$ cat src/rtl/video_pkg.sv
// Shared constants and the packed picture bus type for the fetch/render path.
// Optional build macro VIDEO_FETCH_UNDERRUN_EN (used by video_fetch*).
package video_pkg;

  localparam int VF_WORD_W = 16;
  localparam int VF_WORDS  = 4;
  localparam int VF_PERIOD = 16;

  typedef logic [VF_WORDS*VF_WORD_W-1:0] vf_pic_t;

endpackage

$ cat src/rtl/video_fetch_buf.sv
// Shadow buffer: write index, same-clock merge bypass, optional zero-fill.
// VIDEO_FETCH_UNDERRUN_EN enables zero-fill and the short indication.
module video_fetch_buf
  import video_pkg::*;
#(
  parameter int WORDS = VF_WORDS
) (
  input  logic                       clk,
  input  logic                       rst_n,
  input  logic                       clr,
  input  logic                       wr,
  input  logic [VF_WORD_W-1:0]       wr_data,
  output logic [VF_WORD_W*WORDS-1:0] merged,
`ifdef VIDEO_FETCH_UNDERRUN_EN
  output logic                       short_o,
`endif
  output logic                       room_o
);

  localparam int CW = $clog2(WORDS + 1);

  logic [CW-1:0] wcnt_q, wcnt_d;
  logic [WORDS-1:0][VF_WORD_W-1:0] shadow_q, shadow_d;
  logic [WORDS-1:0][VF_WORD_W-1:0] merge_w;
  logic accept;

  assign accept = wr && (wcnt_q < CW'(WORDS));

`ifdef VIDEO_FETCH_UNDERRUN_EN
  logic [CW-1:0] fill;
  assign fill    = wcnt_q + CW'(accept);
  assign short_o = fill < CW'(WORDS);
`endif

  always_comb begin
    shadow_d = shadow_q;
    wcnt_d   = wcnt_q;
    for (int k = 0; k < WORDS; k++) begin
      if (accept && CW'(k) == wcnt_q) begin
        shadow_d[k] = wr_data;
      end
    end
    if (accept) begin
      wcnt_d = wcnt_q + 1'b1;
    end
    if (clr) begin
      wcnt_d = '0;
    end
  end

  // A word arriving on the transfer clock is bypassed into its slot
  always_comb begin
    merge_w = shadow_q;
    for (int k = 0; k < WORDS; k++) begin
      if (accept && CW'(k) == wcnt_q) begin
        merge_w[k] = wr_data;
      end
`ifdef VIDEO_FETCH_UNDERRUN_EN
      else if (CW'(k) >= fill) begin
        merge_w[k] = '0;
      end
`endif
    end
  end

  assign merged = merge_w;
  assign room_o = wcnt_d < CW'(WORDS);

  always_ff @(posedge clk or negedge rst_n) begin
    if (!rst_n) begin
      wcnt_q   <= '0;
      shadow_q <= '0;
    end else begin
      wcnt_q   <= wcnt_d;
      shadow_q <= shadow_d;
    end
  end

endmodule

$ cat src/rtl/video_fetch.sv
// Video fetch stage: gathers DRAM words, hands them to the renderer per period.
// VIDEO_FETCH_UNDERRUN_EN: zero-fill missing words and flag a sticky underrun.
module video_fetch
  import video_pkg::*;
#(
  parameter int WORDS  = VF_WORDS,
  parameter int PERIOD = VF_PERIOD
) (
  input  logic                       clk,
  input  logic                       rst_n,
  input  logic                       cend,
  input  logic                       fetch_en,
  input  logic                       line_start,
  output logic                       video_go,
  input  logic                       video_next,
  input  logic [VF_WORD_W-1:0]       video_data,
  output logic [VF_WORD_W*WORDS-1:0] pic_bits,
  output logic                       fetch_sync,
  output logic                       underrun
);

  localparam int FW = $clog2(PERIOD);

  logic [FW-1:0] fcnt_q, fcnt_d;
  logic go_q, go_d;
  logic sync_q, sync_d;
  logic [VF_WORD_W*WORDS-1:0] pic_q, pic_d, merged;
  logic run, bnd, room;

  assign run = fetch_en && !line_start;
  assign bnd = run && cend && (fcnt_q == FW'(PERIOD - 1));

`ifdef VIDEO_FETCH_UNDERRUN_EN
  logic short_w;
  logic ur_q, ur_d;
`endif

  video_fetch_buf #(
    .WORDS(WORDS)
  ) u_buf (
    .clk    (clk),
    .rst_n  (rst_n),
    .clr    (!run || bnd),
    .wr     (run && video_next),
    .wr_data(video_data),
    .merged (merged),
`ifdef VIDEO_FETCH_UNDERRUN_EN
    .short_o(short_w),
`endif
    .room_o (room)
  );

  always_comb begin
    fcnt_d = '0;
    if (run) begin
      fcnt_d = cend ? fcnt_q + 1'b1 : fcnt_q;
    end
    go_d   = run && room;
    sync_d = bnd ? 1'b1 : (cend ? 1'b0 : sync_q);
    pic_d  = bnd ? merged : pic_q;
  end

  always_ff @(posedge clk or negedge rst_n) begin
    if (!rst_n) begin
      fcnt_q <= '0;
      go_q   <= 1'b0;
      sync_q <= 1'b0;
      pic_q  <= '0;
    end else begin
      fcnt_q <= fcnt_d;
      go_q   <= go_d;
      sync_q <= sync_d;
      pic_q  <= pic_d;
    end
  end

`ifdef VIDEO_FETCH_UNDERRUN_EN
  assign ur_d = ur_q || (bnd && short_w);

  always_ff @(posedge clk or negedge rst_n) begin
    if (!rst_n) begin
      ur_q <= 1'b0;
    end else begin
      ur_q <= ur_d;
    end
  end

  assign underrun = ur_q;
`else
  assign underrun = 1'b0;
`endif

  assign video_go   = go_q;
  assign fetch_sync = sync_q;
  assign pic_bits   = pic_q;

endmodule

$ cat config.mk
export PLATFORM = sky130hd
export DESIGN_NAME = video_fetch
export DESIGN_NICKNAME = d
export VERILOG_FILES = /design/src/rtl/video_pkg.sv /design/src/rtl/video_fetch_buf.sv /design/src/rtl/video_fetch.sv
export SDC_FILE = /design/constraint.sdc
export NUM_CORES = 1
export LEC_CHECK = 0
export CAP_MARGIN = 20
export CELL_PAD_IN_SITES_DETAIL_PLACEMENT = 0
export CELL_PAD_IN_SITES_GLOBAL_PLACEMENT = 1
export CORE_MARGIN = 1.5
export CORE_UTILIZATION = 37
export DETAILED_ROUTE_END_ITERATION = 12
export GPL_TIMING_DRIVEN = 0
export PLACE_DENSITY_LB_ADDON = 0.1
export SYNTH_ARGS = -nofsm -noshare
export SYNTH_HDL_FRONTEND = slang
export SYNTH_SLANG_ARGS = --single-unit
$ cat constraint.sdc
create_clock -name clk -period 1.7 [get_ports clk]
set_input_delay 0.255 -clock clk [delete_from_list [all_inputs] [get_ports clk]]
set_output_delay 0.255 -clock clk [all_outputs]
set_load 0.03 [all_outputs]
==> flow_summary.yaml <==
clock_network:
  root_buffer: "clkbuf_16"
  cts_tree: "built"
  htree_num_levels: 4
  cts_sinks: 137
  clk_pin_slew_ns: 0.06
  cts_buffers: 17
  clock_path_buffers: 2
  worst_skew_pair.late_latency_ns: 0.42
min_path:
  worstHoldPathType: "in -> async"
global_routing:
  gr-usage-all-layers: 0.223
  grt_use_met3: 0.0472
  busiest_layer: "met2"
  grt_pass1_vias: 4625
  gr-total-overflow: 0
  use_met2: 0.326
  grt_pass1_wl_mm: 26.4
  grtUsageMet1: 0.314
  antenna_found_initial: 0
  grt_max_degree: 86
placement:
  place.gp.congestion: 0.778
  dp_hpwl_mm: 11.2
  placed_area_sq_um: 6720
  port-buffer-count: 87
worst_setup_path:
  critPathKind: "reg -> reg"
  worst_setup_path_start_kind: "flop"
  crit_top_cell: "buf_6"
  critPathMaxFanout: 10
  critPathSlowestCell: "dfrtp_1"
  slowest_delay_ns: 0.39
  worst_setup_path_end_kind: "flop"
  timing.rr.start: "fcnt_q[1]$_DFFE_PN0P_"
  cp_cell_sequence: "ha_1 > and4_4 > and2_1 > buf_4 > buf_6 > buf_6 > a31oi_1"
  path_delay_family: "buffers and inverters"
  critPathLaunch: "fcnt_q[1]$_DFFE_PN0P_"
  arrival_ns: 1.95
  cp_data_required_time_ns: 2.04
  crit_buf_inv: 3
finish:
  register_area_sq_um: 3430
  stdcell_area_sq_um: 7350
  multi_input_area_sq_um: 1870
  fill_cells: 1382
  finalNetCount: 684
  diodes: 0
  drive_above_1_share: 0.136
  area_growth_pct: 31.5
  fin_util: 0.502
synth:
  synth_seq_cells: 137
  synth_area_sq_um: 5590
  yosys_warnings: 0
  ys_seq_area_frac: 0.613
  synth.distinct_cells: 31
  syn_inst: 547
  synth_nets: 575
  avgSynthCellArea_sq_um: 10.2
sta:
  tightest_slew_ns: 0.514
  slew_headroom: 0.657
  slew_viol_final: 0
  finalSetupViolCount: 0
  clock_skew_ns: 0.00506
  hold_viol: 0
  clock.fmax_mhz: 619
  fin_crit_sh: 0.950
  period_minus_slack_ns: 1.61
run:
  maxCapViolations: 0
detailed_routing:
  vias: 4703
  wire_per_inst_um: 19.6
  routed_wl_mm: 16.7
  ant_nets: 0
  first_iter_violations: 322
  dr.pass1.iters: 9
  via_per_inst: 5.52
  drc: 6
floorplanning:
  num_rows: 44
  initial_core_util: 0.382
  dieArea_sq_um: 15900
  die_width_um: 126
  num_io_pins: 89
  fp.dieH_um: 126
  core-area_sq_um: 14600
outcome:
  failed_checks: "design-rule violations"
  status: "finished with violations"
power:
  vdd.ir_drop.worst_mv: 0.768
  powerDensity_nw_per_um2: 1060
  power_uw: 7830
  power_leakage_uw: 0.00399
-- power by group --
part / internal, uW / switching [uW] / total, uW
clock network: 2410 / 1350 / 3770
registers: 3440 / 44.9 / 3490
logic: 180 / 390 / 571
total: 6040 / 1790 / 7830
-- registers in the layout (all words and copies together), names as in the netlist --
register	count
fcnt_q	4
fetch_sync	1
pic_bits	64
u_buf.shadow_q	64
u_buf.wcnt_q	3
video_go	1
-- Yosys cell counts --
cell | n | area, sq um
nand3_1 | 64 | 320
o21a_1 | 1 | 7.51
xor2_1 | 2 | 17.5
buf_4 | 11 | 82.6
conb_1 | 1 | 3.75
and4bb_2 | 1 | 12.5
nor3_2 | 1 | 10.0
dfrtp_1 | 137 | 3430
clkbuf_1 | 7 | 26.3
nand4bb_1 | 1 | 11.3
nor2b_1 | 2 | 12.5
and4_1 | 1 | 8.76
xnor2_1 | 2 | 17.5
nand2_1 | 65 | 244
nand4_1 | 1 | 6.26
buf_6 | 2 | 22.5
and2_1 | 1 | 6.26
nor2_1 | 4 | 15.0
mux2i_1 | 2 | 20.0
inv_1 | 9 | 33.8
a31oi_1 | 64 | 400
clkbuf_2 | 3 | 15.0
ha_1 | 6 | 75.1
o21ai_0 | 53 | 265
nand2b_1 | 1 | 6.26
o21ai_1 | 11 | 55.1
buf_1 | 2 | 7.51
nor3_1 | 2 | 10.0
a21o_1 | 1 | 7.51
a21oi_1 | 65 | 325
buf_2 | 24 | 120
-- cells by family (layout without fill, tap and decap cells) --
group,after synthesis,count (layout),share of synthesized area
AOI/OAI and AO/OA,195,195,0.190
and+or+nand+nor,144,144,0.119
DFF,137,137,0.613
buffers and inverters,58,179,0.0550
adders and majority gates,6,6,0.0134
xor gates and xnor gates,4,4,0.00626
muxes,2,2,0.00358
other,1,1,0.000670
-- per-stage QoR --
| stage | setup slack, ns | hold WS, ns | TNS (ns) | instances |
|---|---|---|---|---|
| after floorplan | 0.0135 | -0.0406 | 0 | 547 |
| after global placement | -5.09 | 0.468 | -715.46 | 818 |
| after detailed placement | -0.317 | 0.246 | -20.76 | 819 |
| after CTS | 0.000827 | 0.379 | 0 | 852 |
| after global routing | -0.0295 | 0.398 | -0.0295 | 852 |
| final | 0.0855 | 0.356 | 0 | 852 |
-- routing by layer --
layer | vias up | part of all wire
met5 | - | 0
met1 | 2328 | 0.46
met2 | 159 | 0.45
met3 | 35 | 0.051
met4 | 0 | 0.039
li1 | 2181 | -
-- area by class of cell --
| class | count | share of cell area |
|---|---|---|
| repair buffers | 90 | 0.118 |
| plain buffers | 49 | 0.0420 |
| clock buffers | 24 | 0.0709 |
| multi-input cells | 352 | 0.255 |
| clock inverters | 7 | 0.0119 |
| well taps | 184 | 0.0313 |
| inverters | 9 | 0.00493 |
| flip-flops and latches | 137 | 0.466 |
-- timing repair --
action / CTS / global route
hold endpoints to repair: 52 / 0
pin swaps: 0 / 4
gates resized for setup: 81 / 36
buffers inserted: 1 / 0
hold buffers: 1 / 0
setup endpoints to repair: 141 / 75
-- worst paths after layout --
check / endpoint / slack (ns) / cells after the start
setup / recovery: pic_bits[28]$_DFFE_PN0P_ / 0.09 / 7
hold / removal: pic_bits[42]$_DFFE_PN0P_ / 0.36 / 2
setup reg to reg: pic_bits[28]$_DFFE_PN0P_ / 0.09 / 7
hold reg to reg: fetch_sync$_DFFE_PN0P_ / 0.48 / 1
max in group asynchronous: u_buf.shadow_q[27]$_DFF_PN0_ / 0.54 / 3
min in group clk: fetch_sync$_DFFE_PN0P_ / 0.48 / 1
-- placed cells by master (no fill, tap or decap), drive strengths merged, types with 20 or more instances in the layout --
cell type,netlist,layout
o21ai,64,64
clkdlybuf4s50,0,20
dfrtp,137,137
nand2,65,65
clkbuf,10,33
nand3,64,64
dlygate4sd2,0,57
buf,39,43
a21oi,65,65
a31oi,64,64
Power figures use the tool's default switching activity.
